[src/rtl/ifetch_queue.sv]
// ifetch_queue: line-buffered instruction fetch front end for the LC-3b pipeline.
// Whole cache lines are read over a wishbone port. Sequential instruction words
// are pulled out of each line and pushed into a DEPTH-entry queue, which hands
// them to decode with a valid/ready handshake. A redirect from write-back
// flushes the queue and any fetch in flight, then restarts fetch at the new PC.
//
// Build option: define IFETCH_LINE_REUSE_EN to keep the last fetched line in a
// tagged buffer so that later words in the same line hit without a bus access.
// With the macro undefined, no tag/valid/data storage is built and every word
// costs its own bus access.

// One queue entry. It is cleared on reset so the head outputs read as zero.
module ifq_slot #(
  parameter int ENT_W = 48
) (
  input  logic             clk,
  input  logic             rst_n,
  input  logic             we,
  input  logic [ENT_W-1:0] d,
  output logic [ENT_W-1:0] q
);
  // capture the enqueued entry; reset clears it
  always_ff @(posedge clk) begin
    if (!rst_n)  q <= '0;
    else if (we) q <= d;
  end
endmodule

module ifetch_queue #(
  parameter int                WORD_W     = 16,
  parameter int                LINE_WORDS = 8,
  parameter int                DEPTH      = 4,
  parameter logic [WORD_W-1:0] RESET_PC   = '0
) (
  input  logic                                   clk,
  input  logic                                   rst_n,
  input  logic                                   redirect_i,
  input  logic [WORD_W-1:0]                      redirect_pc_i,
  output logic [WORD_W-$clog2(LINE_WORDS)-2:0]   wb_adr_o,
  input  logic [WORD_W*LINE_WORDS-1:0]           wb_dat_i,
  input  logic                                   wb_ack_i,
  output logic                                   wb_stb_o,
  output logic                                   wb_cyc_o,
  output logic                                   wb_we_o,
  output logic [WORD_W-1:0]                      instr_o,
  output logic [WORD_W-1:0]                      pc_o,
  output logic [WORD_W-1:0]                      npc_o,
  output logic                                   valid_o,
  input  logic                                   ready_i
);
  localparam int IDX_W = $clog2(LINE_WORDS);
  localparam int OFF   = IDX_W + 1;          // PC bits below the line address
  localparam int TAG_W = WORD_W - OFF;
  localparam int PTR_W = $clog2(DEPTH);
  localparam int CNT_W = PTR_W + 1;

  // npc is stored with the entry so the head reads all-zero after reset
  typedef struct packed {
    logic [WORD_W-1:0] pc;
    logic [WORD_W-1:0] npc;
    logic [WORD_W-1:0] instr;
  } entry_t;

  typedef enum logic {S_IDLE = 1'b0, S_BUS = 1'b1} state_t;

  state_t                            state;
  logic                              stb;
  logic [WORD_W-1:0]                 fetch_pc;
  logic [TAG_W-1:0]                  fetch_line;
  logic [IDX_W-1:0]                  word_idx;
  logic [LINE_WORDS-1:0][WORD_W-1:0] src_words;
  logic                              hit;
  logic                              full;
  logic                              enq;
  logic                              deq;
  logic [PTR_W-1:0]                  wr_ptr;
  logic [PTR_W-1:0]                  rd_ptr;
  logic [CNT_W-1:0]                  count;
  entry_t                            enq_ent;
  entry_t [DEPTH-1:0]                slot_q;
  entry_t                            head;

  assign fetch_line = fetch_pc[WORD_W-1:OFF];
  assign word_idx   = fetch_pc[OFF-1:1];

`ifdef IFETCH_LINE_REUSE_EN
  logic [TAG_W-1:0]             buf_tag;
  logic                         buf_vld;
  logic [WORD_W*LINE_WORDS-1:0] line_buf;

  assign hit = buf_vld && (buf_tag == fetch_line);
  // in BUS the word bypasses straight from the bus; otherwise it comes from the buffer
  assign src_words = (state == S_BUS) ? wb_dat_i : line_buf;

  // latch the returned line; an ack that coincides with a redirect is dropped
  always_ff @(posedge clk) begin
    if (!rst_n) begin
      buf_vld <= 1'b0;
    end else if (!redirect_i && (state == S_BUS) && wb_ack_i) begin
      buf_vld  <= 1'b1;
      buf_tag  <= fetch_line;
      line_buf <= wb_dat_i;
    end
  end
`else
  assign hit       = 1'b0;
  assign src_words = wb_dat_i;
`endif

  assign full = (count == CNT_W'(DEPTH));
  assign deq  = valid_o && ready_i;
  // full is the pre-dequeue state, so a full queue blocks enqueue even while
  // draining; entering BUS requires !full and only dequeues occur there, so
  // the ack never finds the queue full
  assign enq  = !redirect_i &&
                (((state == S_IDLE) && !full && hit) ||
                 ((state == S_BUS) && wb_ack_i));

  assign enq_ent.pc    = fetch_pc;
  assign enq_ent.npc   = fetch_pc + WORD_W'(2);
  assign enq_ent.instr = src_words[word_idx];

  // fetch FSM: stream hits from the buffer, or wait on the bus for a miss
  always_ff @(posedge clk) begin
    if (!rst_n) begin
      state    <= S_IDLE;
      stb      <= 1'b0;
      fetch_pc <= RESET_PC;
    end else if (redirect_i) begin
      state    <= S_IDLE;
      stb      <= 1'b0;
      fetch_pc <= redirect_pc_i & ~WORD_W'(1);
    end else begin
      case (state)
        S_IDLE: begin
          if (!full) begin
            if (hit) begin
              fetch_pc <= fetch_pc + WORD_W'(2);
            end else begin
              state <= S_BUS;
              stb   <= 1'b1;
            end
          end
        end
        S_BUS: begin
          if (wb_ack_i) begin
            fetch_pc <= fetch_pc + WORD_W'(2);
            state    <= S_IDLE;
            stb      <= 1'b0;
          end
        end
        default: begin
          state <= S_IDLE;
          stb   <= 1'b0;
        end
      endcase
    end
  end

  // queue pointers and occupancy; pointers wrap naturally since DEPTH is 2^n
  always_ff @(posedge clk) begin
    if (!rst_n || redirect_i) begin
      wr_ptr <= '0;
      rd_ptr <= '0;
      count  <= '0;
    end else begin
      if (enq) wr_ptr <= wr_ptr + PTR_W'(1);
      if (deq) rd_ptr <= rd_ptr + PTR_W'(1);
      case ({enq, deq})
        2'b10:   count <= count + CNT_W'(1);
        2'b01:   count <= count - CNT_W'(1);
        default: count <= count;
      endcase
    end
  end

  for (genvar i = 0; i < DEPTH; i++) begin : g_slot
    ifq_slot #(.ENT_W($bits(entry_t))) u_slot (
      .clk   (clk),
      .rst_n (rst_n),
      .we    (enq && (wr_ptr == PTR_W'(i))),
      .d     (enq_ent),
      .q     (slot_q[i])
    );
  end

  assign head     = slot_q[rd_ptr];
  assign instr_o  = head.instr;
  assign pc_o     = head.pc;
  assign npc_o    = head.npc;
  assign valid_o  = (count != '0);

  assign wb_adr_o = fetch_line;
  assign wb_stb_o = stb;
  assign wb_cyc_o = stb;
  assign wb_we_o  = 1'b0;
endmodule

[config.mk]
export PLATFORM = sky130hd
export DESIGN_NAME = ifetch_queue
export DESIGN_NICKNAME = d
export VERILOG_FILES = /design/src/rtl/ifetch_queue.sv
export SDC_FILE = /design/constraint.sdc
export NUM_CORES = 1
export LEC_CHECK = 0
export BUFFER_PORTS_ARGS = -buffer_cell sky130_fd_sc_hd__buf_2
export CAP_MARGIN = 25
export CELL_PAD_IN_SITES_DETAIL_PLACEMENT = 1
export CELL_PAD_IN_SITES_GLOBAL_PLACEMENT = 2
export CORE_MARGIN = 3
export CORE_UTILIZATION = 30
export CTS_CLUSTER_SIZE = 14
export DETAILED_ROUTE_END_ITERATION = 7
export PLACE_DENSITY_LB_ADDON = 0.05
export SLEW_MARGIN = 25
export SYNTH_ARGS = -nofsm -noshare
export SYNTH_HDL_FRONTEND = slang
export SYNTH_HIERARCHICAL = 1
export SYNTH_SLANG_ARGS = --single-unit
[constraint.sdc]
create_clock -name clk -period 4.4 [get_ports clk]
set_input_delay 0.88 -clock clk [delete_from_list [all_inputs] [get_ports clk]]
set_output_delay 0.88 -clock clk [all_outputs]
set_load 0.005 [all_outputs]
==> summary.md <==
| Metric | Value |
|---|---|
| Pre-CTS setup slack | `between 1 and 1.5 ns` |
| Number of DRC violations after detailed routing | `0` |
| Fin Setup TNS | `0 ns` |
| Critical-path cell with the highest stage delay | `dfxtp_4` |
| Type of the worst setup path | `flop to output pin` |
| Clock Tree Buf Depth | `3` |
| Crit-path cells | `buf_4 > mux4_2 > buf_2` |
| Asr flop ratio synth | `0` |
| Yosys warns | `6` |
| Post-route antenna net violation count | `0` |
| Wire length of the first global-routing pass | `around 50000 um` |
| Commonest non-fill, non-tap cell in the layout | `dfxtp_1` |
| Total number of H-tree levels | `1` |
| Post-synthesis instance area | `between 10000 and 15000 sq um` |
| Detailed-placement wirelength estimate | `approximately 21000 um` |
| Total Routing Usage GR | `0.158` |
| Vias in the first global route | `between 8000 and 9000` |
| Number of vias in the routed layout | `7454` |
| Post-CTS setup buffer count | `0` |
| Count of distinct cell types in the synthesized netlist | `39` |
| Required time at the worst-slack endpoint | `approximately 3.5 ns` |
| Cell area power density | `roughly 360 nW/um^2` |
| Iteration-0 DRC count of the detailed router | `around 190` |
| Fin crit share | `0.759` |
| Slowest stage delay, CP | `approximately 0.79 ns` |
| Arrival time reported for the critical path endpoint | `roughly 2.5 ns` |
| Clock tree skew after final layout | `~0.014 ns` |
| Worst path bufs/invs | `2` |
| Register cell area after layout | `4330 sq um` |
| Initial cell density of the core | `0.308` |
| Initial antenna violation count | `1` |
| Area after detailed placement | `12300 sq um` |
| Max_cap viols | `0` |
| I/O pin count | `about 210` |
| I/O Buffers | `210` |
| Unrepaired setup endpoints after global routing | `false` |
| Count of final setup violators | `0` |
| PnR worst setup slack | `roughly 1.1 ns` |
| Skew-Pair Late Insertion Delay | `0.53 ns` |
| Inserted Clock Buffers | `28` |
| Count of pins over their slew limit | `0` |
| Total Nets Final | `between 1000 and 1500` |
| Reported leakage power | `~4.5 nW` |
| VDD IR max | `roughly 0.00026 V` |
| Wirelength per Cell | `~20 um` |
| Clock root buffer | `clkbuf_16` |
| Highest attainable clock frequency | `between 200 and 300 MHz` |
| CTS tree | `done` |
| Post-cts resize count | `0` |
| Primary FF master, synth | `dfxtp_1` |
| Highest-count cells in the layout ignoring fill and taps | `211 x dfxtp_1, 209 x buf_2, 193 x mux2i_1` |
| TritonCTS Sinks | `~220` |
| Detailed Routing Iterations Pass 1 | `4` |
| Status | `finished, final reports clean` |
| Post-CTS Hold Fix Bufs | `0` |
| Mean number of vias per cell | `4.70` |
| Syn-to-layout area delta | `19.4%` |
| Routed wire length | `approximately 32000 um` |
| Class of the tightest hold or removal check | `flop to flop` |
| Clock period minus final worst setup slack | `approximately 3.3 ns` |
| Rel. slew slack | `0.400` |
| Fraction of layout instances using a drive strength above 1 | `0.343` |
| Part of the Yosys area used for sequential elements | `0.389` |
| Number of inserted filler cells in the final layout | `3968` |
| Width of the die | `just under 200 um` |
| Synthesized instance count | `931` |
| Seq cells post-synth | `about 220` |
| RD Place Congestion | `about 0.68` |
| Fin. Hold Viols | `0` |
| Number of inserted diodes | `0` |
| Worst slew pin tran | `approximately 0.90 ns` |
| Count of flip-flops with a built-in enable after synthesis | `0` |
| Total number of placement rows | `between 60 and 70` |
| Area of all placed cells without fillers | `about 13000 sq um` |
| Die area | `a little under 40000 sq um` |
| Std-Cell Core Area | `about 36000 sq um` |
| Mean area per synthesized cell | `~12 sq um` |
| Launching element type of the critical path | `flop` |
| Sort of element at the end of the critical path | `output pin` |
| Area of the multi-input gates | `about 6000 sq um` |
| Die height | `199 um` |
| Clock transition at the registers of the reported paths | `around 0.050 ns` |
| Global-route congestion overflow total | `0` |
| Maximum fanout along the worst path | `30` |
| Maximum number of pins on one net before global-route repair | `roughly 110` |
| Kind of cell adding the most delay to the critical path | `flip-flops` |
## tightest hold or removal path: cells and delay by family, from the launching register on
kind            cells  cell delay, ns
compound gates      1            0.06
flops               1            0.34
simple gates        1            0.07
## synthesized netlist by cell type (2+ instances only)
master    number  area, sq um
nand4_1        3         18.8
nand3_2        2         20.0
ha_1           6         75.1
buf_6          3         33.8
nand3_1        5         25.0
mux2i_1      193         1930
or3_1          2         12.5
o21ai_0       15         75.1
xor2_1        13          114
nor4_2         5         62.6
nor3_2         2         20.0
buf_4         27          203
clkbuf_1      18         67.6
a21oi_1       16         80.1
buf_2         21          105
dfxtp_1      216         4320
xnor2_1       19          166
mux2_2        16          180
nand2_1        9         33.8
nor2b_1      192         1200
nor2_1        15         56.3
buf_1          5         18.8
and2_1         6         37.5
nor3_1         7         35.0
inv_1         10         37.5
buf_12        13          260
mux4_2        80         1800
## power by group
| part | switching, mW | total (mW) | internal (mW) |
|---|---|---|---|
| sequential | 0.0331 | 2.01 | 1.98 |
| combinational | 0.185 | 0.387 | 0.201 |
| clock | 0.873 | 2.43 | 1.56 |
| total | 1.09 | 4.82 | 3.73 |
## metrics by stage
step / total power, mW / cells / hold WS (ns) / util
6_report: 4.82 / 1587 / 0.506 / 0.368
4_1_cts: 4.93 / 1587 / 0.516 / 0.368
3_5_place_dp: 2.45 / 1537 / 0.502 / 0.341
2_1_floorplan: 2.30 / 939 / 0.469 / -
5_1_grt: 5.06 / 1587 / 0.532 / 0.368
3_3_place_gp: 2.45 / 1537 / 0.487 / 0.341
## registers in the layout, indices dropped and copies added (netlist names)
register,cells
rd_ptr,2
wr_ptr,2
fetch_pc,15
g_slot.u_slot/q,192
wb_cyc_o,1
state,1
count,3
## worst paths after layout
path / slack (ns) / cells past startpoint / start / endpoint
worst max-delay path: 1.06 / 3 / rd_ptr[0] / npc_o[5]
worst min-delay path: 0.51 / 2 / wr_ptr[1] / wr_ptr[1]
worst max register to register: 1.80 / 6 / state / g_slot[3].u_slot/q[32]
worst min register to register: 0.51 / 2 / wr_ptr[1] / wr_ptr[1]
## metal layers
metal / up-vias / wire, um / track usage
met2: 172 / 14800 / 0.270
met1: 3638 / 15000 / 0.215
met4: 2 / 283 / 0.0255
met5: - / 7 / 0
met3: 26 / 1570 / 0.0263
li1: 3616 / - / -
## final cells by class
class / count / share of cell area
Clock buffer: 38 / 0.0602
Clock inverter: 12 / 0.0142
Inverter: 11 / 0.00311
Multi-Input combinational cell: 625 / 0.460
Sequential cell: 216 / 0.326
Tap cell: 461 / 0.0434
Timing Repair Buffer: 224 / 0.0929
## kinds of logic after synthesis
logic type,count (synthesis),synth area share
DFF,216,0.389
AOI/OAI and AO/OA,34,0.0162
and+or+nand+nor,254,0.143
muxes,289,0.352
other,1,0.000337
adders and majority gates,7,0.00855
buffers and inverters,98,0.0656
xor gates and xnor gates,32,0.0252
Power figures use the tool's default switching activity.
